`config.mk`:
```
export PLATFORM = sky130hd
export DESIGN_NAME = link_master_fsm_flat
export DESIGN_NICKNAME = d
export VERILOG_FILES = /design/src/rtl/link_master_fsm_if.sv /design/src/rtl/link_master_fsm.sv /design/src/flat_wrapper.sv
export SDC_FILE = /design/constraint.sdc
export NUM_CORES = 1
export LEC_CHECK = 0
export BUFFER_PORTS_ARGS = -buffer_cell sky130_fd_sc_hd__buf_2
export CORE_ASPECT_RATIO = 0.5
export CORE_UTILIZATION = 52
export DETAILED_ROUTE_END_ITERATION = 12
export GPL_TIMING_DRIVEN = 0
export PLACE_DENSITY_LB_ADDON = 0.2
export SLEW_MARGIN = 20
export SYNTH_ARGS = -nofsm -noshare
export SYNTH_HDL_FRONTEND = slang
export SYNTH_SLANG_ARGS = --single-unit
```
`constraint.sdc`:
```
create_clock -name clk -period 2.15 [get_ports clk]
set_input_delay 0.645 -clock clk [delete_from_list [all_inputs] [get_ports clk]]
set_output_delay 0.645 -clock clk [all_outputs]
set_load 0.1 [all_outputs]
```
`src/rtl/link_master_fsm_if.sv`:
```
// Byte-link bundle between the local producer, the link master and the receiving slave.
// The master view drives in_ready/req/data_out. The slave view is the environment's side.
interface link_master_fsm_if;
  logic       in_valid;
  logic [7:0] in_data;
  logic       in_ready;
  logic       ack;
  logic       req;
  logic [7:0] data_out;

  modport master (
    input  in_valid, in_data, ack,
    output in_ready, req, data_out
  );

  modport slave (
    output in_valid, in_data, ack,
    input  in_ready, req, data_out
  );
endinterface

```
`src/rtl/link_master_fsm.sv`:
```
// Transmit side of the byte link. Producer bytes are queued in a small FIFO and sent one at
// a time over a 4-phase req/ack handshake, with a sent counter and a sticky ack-timeout flag.
module link_master_fsm #(
  parameter int unsigned FIFO_DEPTH = 4,
  parameter int unsigned TIMEOUT    = 15
) (
  input  logic              clk,
  input  logic              rst_n,
  link_master_fsm_if.master bus,
  output logic              busy,
  output logic [7:0]        sent_cnt,
  output logic              timeout_err
);

  localparam int unsigned AW = $clog2(FIFO_DEPTH);
  localparam int unsigned PW = AW + 1;

  typedef enum logic [1:0] {
    M_IDLE      = 2'd0,
    M_REQ       = 2'd1,
    M_WAIT_ACK0 = 2'd2
  } state_t;

  state_t        r_state, w_state_nxt;
  logic [7:0]    r_mem [FIFO_DEPTH];
  logic [PW-1:0] r_wptr, r_rptr, r_count;
  logic          r_req, w_req_nxt;
  logic [7:0]    r_data, w_data_nxt;
  logic [7:0]    r_tmo, w_tmo_nxt;
  logic [7:0]    r_sent, w_sent_nxt;
  logic          r_terr, w_terr_nxt;
  logic          w_full, w_empty, w_push, w_pop;

  assign w_full  = (r_count == PW'(FIFO_DEPTH));
  assign w_empty = (r_count == '0);
  assign w_push  = bus.in_valid && !w_full;
  // The head leaves the FIFO only when the slave acknowledges it; a timeout keeps it for retry.
  assign w_pop   = (r_state == M_REQ) && bus.ack;

  function automatic logic [PW-1:0] ptr_inc(input logic [PW-1:0] p);
    return (p == PW'(FIFO_DEPTH - 1)) ? '0 : p + 1'b1;
  endfunction

  always_ff @(posedge clk or negedge rst_n) begin
    if (!rst_n) begin
      r_wptr  <= '0;
      r_rptr  <= '0;
      r_count <= '0;
    end else begin
      if (w_push) r_wptr <= ptr_inc(r_wptr);
      if (w_pop)  r_rptr <= ptr_inc(r_rptr);
      case ({w_push, w_pop})
        2'b10:   r_count <= r_count + 1'b1;
        2'b01:   r_count <= r_count - 1'b1;
        default: r_count <= r_count;
      endcase
    end
  end

  always_ff @(posedge clk) begin
    if (w_push) r_mem[r_wptr[AW-1:0]] <= bus.in_data;
  end

  always_ff @(posedge clk or negedge rst_n) begin
    if (!rst_n) begin
      r_state <= M_IDLE;
      r_req   <= 1'b0;
      r_data  <= '0;
      r_tmo   <= '0;
      r_sent  <= '0;
      r_terr  <= 1'b0;
    end else begin
      r_state <= w_state_nxt;
      r_req   <= w_req_nxt;
      r_data  <= w_data_nxt;
      r_tmo   <= w_tmo_nxt;
      r_sent  <= w_sent_nxt;
      r_terr  <= w_terr_nxt;
    end
  end

  always_comb begin
    w_state_nxt = r_state;
    w_req_nxt   = r_req;
    w_data_nxt  = r_data;
    w_tmo_nxt   = r_tmo;
    w_sent_nxt  = r_sent;
    w_terr_nxt  = r_terr;
    case (r_state)
      M_IDLE: begin
        if (!w_empty) begin
          w_req_nxt   = 1'b1;
          w_data_nxt  = r_mem[r_rptr[AW-1:0]];
          w_tmo_nxt   = '0;
          w_state_nxt = M_REQ;
        end
      end
      M_REQ: begin
        if (bus.ack) begin
          w_req_nxt   = 1'b0;
          w_sent_nxt  = r_sent + 8'd1;
          w_state_nxt = M_WAIT_ACK0;
        end else if (r_tmo == 8'(TIMEOUT - 1)) begin
          w_req_nxt   = 1'b0;
          w_terr_nxt  = 1'b1;
          w_state_nxt = M_WAIT_ACK0;
        end else begin
          w_tmo_nxt = r_tmo + 8'd1;
        end
      end
      M_WAIT_ACK0: begin
        if (!bus.ack) w_state_nxt = M_IDLE;
      end
      default: begin
        w_req_nxt   = 1'b0;
        w_state_nxt = M_IDLE;
      end
    endcase
  end

  assign bus.in_ready  = !w_full;
  assign bus.req       = r_req;
  assign bus.data_out  = r_data;
  assign busy          = (r_state != M_IDLE) || !w_empty;
  assign sent_cnt      = r_sent;
  assign timeout_err   = r_terr;

endmodule

```
`src/flat_wrapper.sv`:
```
// flat-port wrapper written by rule: the top's interface ports become plain ports
module link_master_fsm_flat 
#(
  parameter int unsigned FIFO_DEPTH = 4,
  parameter int unsigned TIMEOUT    = 15
)
  (clk, rst_n, busy, sent_cnt, timeout_err, bus_in_valid, bus_in_data, bus_ack, bus_in_ready, bus_req, bus_data_out);
  link_master_fsm_if bus_i ();
  input  logic clk;
  input  logic rst_n;
  output logic busy;
  output logic [7:0] sent_cnt;
  output logic timeout_err;
  input wire logic [$bits(bus_i.in_valid)-1:0] bus_in_valid;
  input wire logic [$bits(bus_i.in_data)-1:0] bus_in_data;
  input wire logic [$bits(bus_i.ack)-1:0] bus_ack;
  output wire logic [$bits(bus_i.in_ready)-1:0] bus_in_ready;
  output wire logic [$bits(bus_i.req)-1:0] bus_req;
  output wire logic [$bits(bus_i.data_out)-1:0] bus_data_out;
  assign bus_i.in_valid = bus_in_valid;
  assign bus_i.in_data = bus_in_data;
  assign bus_i.ack = bus_ack;
  assign bus_in_ready = bus_i.in_ready;
  assign bus_req = bus_i.req;
  assign bus_data_out = bus_i.data_out;
  link_master_fsm #(.FIFO_DEPTH(FIFO_DEPTH), .TIMEOUT(TIMEOUT)) u_core (.clk(clk), .rst_n(rst_n), .bus(bus_i), .busy(busy), .sent_cnt(sent_cnt), .timeout_err(timeout_err));
endmodule
```
==> impl_metrics.json <==
{
  "worstPathRequired_ns": 1.50,
  "status": "finished clean",
  "arrival_ns": 1.40,
  "yosys.area.top_type_share": 0.327,
  "drv_slew": 0,
  "grt_pass1_wl_mm": 7.98,
  "ys_seq_area_frac": 0.642,
  "dieArea_mm2": 0.00598,
  "clock_path_buffers": 2,
  "crit_fanout": 6,
  "drt-total-wl_mm": 5.06,
  "period_share": 0.953,
  "timing.final.crit_period_ns": 2.05,
  "crit_type": "reg2out",
  "synth-edff-count": 32,
  "cts.sinks": 69,
  "worst-path-buf-inv": 2,
  "dr.first_iter.drc_count": 51,
  "fin_cells": 322,
  "design_area_mm2": 0.00354,
  "dieHeight_um": 55.2,
  "numCtsBuffers": 9,
  "areaGrowthSynthToFinish_pct": 20.6,
  "yosysUniqueCellTypes": 42,
  "rr_endpoint": "u_core.r_count[2]$_DFFE_PN0P_",
  "post_synth.cell_area_avg_um2": 14.4,
  "rows": 18,
  "ys_warn_count": 0,
  "r2r_setup_slack_ns": 0.14,
  "ant_nets": 0,
  "final-setup-viol-count": 0,
  "clock_latency_ns": 0.34,
  "root_buffer": "clkbuf_16",
  "synth_top_area_cell": "edfxtp_1",
  "grt_pass1_vias": 1602,
  "netlist_instances": 204,
  "grt_antenna_before_repair": 0,
  "routedWlPerCell_um": 15.7,
  "timing.reg2reg.worst_path_depth": 8,
  "die_x_um": 108,
  "critPathCaptureType": "output port",
  "critical-path-max-stage-delay_ns": 0.44,
  "yosysMostFrequentCell": "dfrtp_1",
  "place_congestion": 0.830,
  "holdWs_ns": 0.413,
  "via_per_inst": 5.30,
  "grtUsageTotal": 0.196,
  "async_flop_share": 0.536,
  "synth_area_leaders": "edfxtp_1 (33%), dfrtp_1 (31%), mux4_2 (6.1%), mux2_2 (4.2%), ha_1 (3.8%)",
  "r2r-start": "u_core.r_state[1]$_DFFE_PN0P_",
  "path_clk_slew_ns": 0.05,
  "max_freq_ghz": 0.488,
  "route.detailed.drc": 0,
  "cap_viol_max_count": 0,
  "placedCellCount": 305,
  "antenna_cells": 0,
  "postSynthRegisterBits": 69,
  "synth_common_cells": "dfrtp_1 (37), edfxtp_1 (32), nand2_1 (18), mux2_2 (11)",
  "dp.final_hpwl_mm": 3.29,
  "layout.nets": 269,
  "hold_violations": 0,
  "worstMarginPinSlew_ns": 0.821,
  "io_buffer_count": 31,
  "grt_max_degree": 38,
  "critical_path.cell_chain": "buf_4, nor2_1, nand2_1, buf_2",
  "first_pass_iters": 4,
  "cp-start-kind": "flip-flop",
  "num_vias": 1706,
  "netlist_area_mm2": 0.00294,
  "io_pins": 32,
  "core_area_mm2": 0.00518,
  "initial_core_util": 0.568,
  "synthFlopType": "dfrtp_1",
  "fillCellCount": 374,
  "placed_cell_area_mm2": 0.00319,
  "skew_ns": 0.00773,
  "pre_cts_slack_ns": -0.118,
  "syn_nets": 226,
  "cpLargestDelayFamily": "flip-flops",
  "slew-limit-headroom": 0.453,
  "cts_tree": "yes",
  "overflow": 0,
  "hold_buffers": 0,
  "fin_ws_ns": 0.100,
  "htreeDepth": 3,
  "hold_class": "in2async",
  "drive_above_1_share": 0.333,
  "crit_slowest_cell": "dfrtp_2"
}
[layer usage]
layer | vias up | track usage | part of all wire
li1 | 827 | - | -
met2 | 31 | 0.318 | 0.48
met4 | 0 | 0.0676 | 0.015
met1 | 840 | 0.241 | 0.46
met3 | 8 | 0.0843 | 0.041
met5 | - | 0 | 0
[metrics by stage]
step / setup TNS (ns) / utilization
floorplan: 0 / -
global placement: -0.120 / 0.616
detailed placement: -0.167 / 0.616
CTS: 0 / 0.681
global route: -0.00191 / 0.684
finish: 0 / 0.684
[cells in the final DEF, fill, tap and decap left out, types with 2 or more instances in the layout]
| master | Yosys | final |
|---|---|---|
| a21oi_1 | 5 | 5 |
| nor3_1 | 4 | 3 |
| xor2_1 | 4 | 4 |
| dfrtp_1 | 37 | 36 |
| mux2_2 | 11 | 11 |
| ha_1 | 9 | 8 |
| o21ai_0 | 8 | 8 |
| inv_1 | 10 | 10 |
| edfxtp_1 | 32 | 32 |
| nand2_1 | 18 | 16 |
| mux4_2 | 8 | 8 |
| xnor2_1 | 6 | 6 |
| nand3_1 | 6 | 6 |
| buf_2 | 2 | 33 |
| inv_6 | 0 | 2 |
| and4_1 | 2 | 2 |
| bufinv_16 | 0 | 2 |
| a21o_1 | 2 | 2 |
| nand4_1 | 2 | 2 |
| nand2_4 | 0 | 2 |
| clkbuf_16 | 0 | 9 |
| nor2_1 | 10 | 10 |
| and3_1 | 5 | 5 |
[repair_timing]
action	CTS	global route
setup buffers	0	1
pin swaps	0	0
endpoints found under the setup margin	3	1
gates resized for setup	3	2
[state kept, by name, indices dropped and copies added, names as in the netlist]
register             cells
u_core.bus.data_out      8
u_core.bus.req           1
u_core.r_count           3
u_core.r_mem            32
u_core.r_rptr            3
u_core.r_state           2
u_core.r_tmo             8
u_core.r_wptr            3
u_core.sent_cnt          8
u_core.timeout_err       1
[area by class of cell]
cell class,count,area [um2],area share
timing repair buffer,32,163,0.0459
sequential,69,1890,0.533
clock inverter,7,105,0.0297
tap,70,87.6,0.0247
multi-input combinational,121,1020,0.288
clock buffer,9,225,0.0635
inverter,11,41.3,0.0116
buffer,3,13.8,0.00388
[kinds of logic (layout without fill, tap and decap cells)]
kind of cell	Yosys count	in the layout	synth area share
flip-flops	69	69	0.642
multiplexers	20	20	0.107
AND/OR/NAND/NOR	57	57	0.104
AO/OA/AOI/OAI	24	24	0.0540
adder cells (fa/ha/maj)	10	10	0.0451
buffers and inverters	14	62	0.0187
XOR/XNOR	10	10	0.0298
[worst max-delay path by stage]
stage,from,to,cells past startpoint
final,u_core.r_state[1]$_DFFE_PN0P_,busy,4
after global routing,u_core.r_count[0]$_DFFE_PN0P_,u_core.r_count[2]$_DFFE_PN0P_,9
after CTS,u_core.r_state[1]$_DFFE_PN0P_,u_core.r_count[2]$_DFFE_PN0P_,8
after detailed placement,bus_ack,u_core.r_count[2]$_DFFE_PN0P_,8
after global placement,bus_ack,u_core.r_count[2]$_DFFE_PN0P_,8
after floorplan,u_core.r_count[0]$_DFFE_PN0P_,u_core.r_count[2]$_DFFE_PN0P_,9
Power is left out: the tool's default activity adds up to more than one toggle a clock period on the data nets, which glitch-free logic cannot reach.
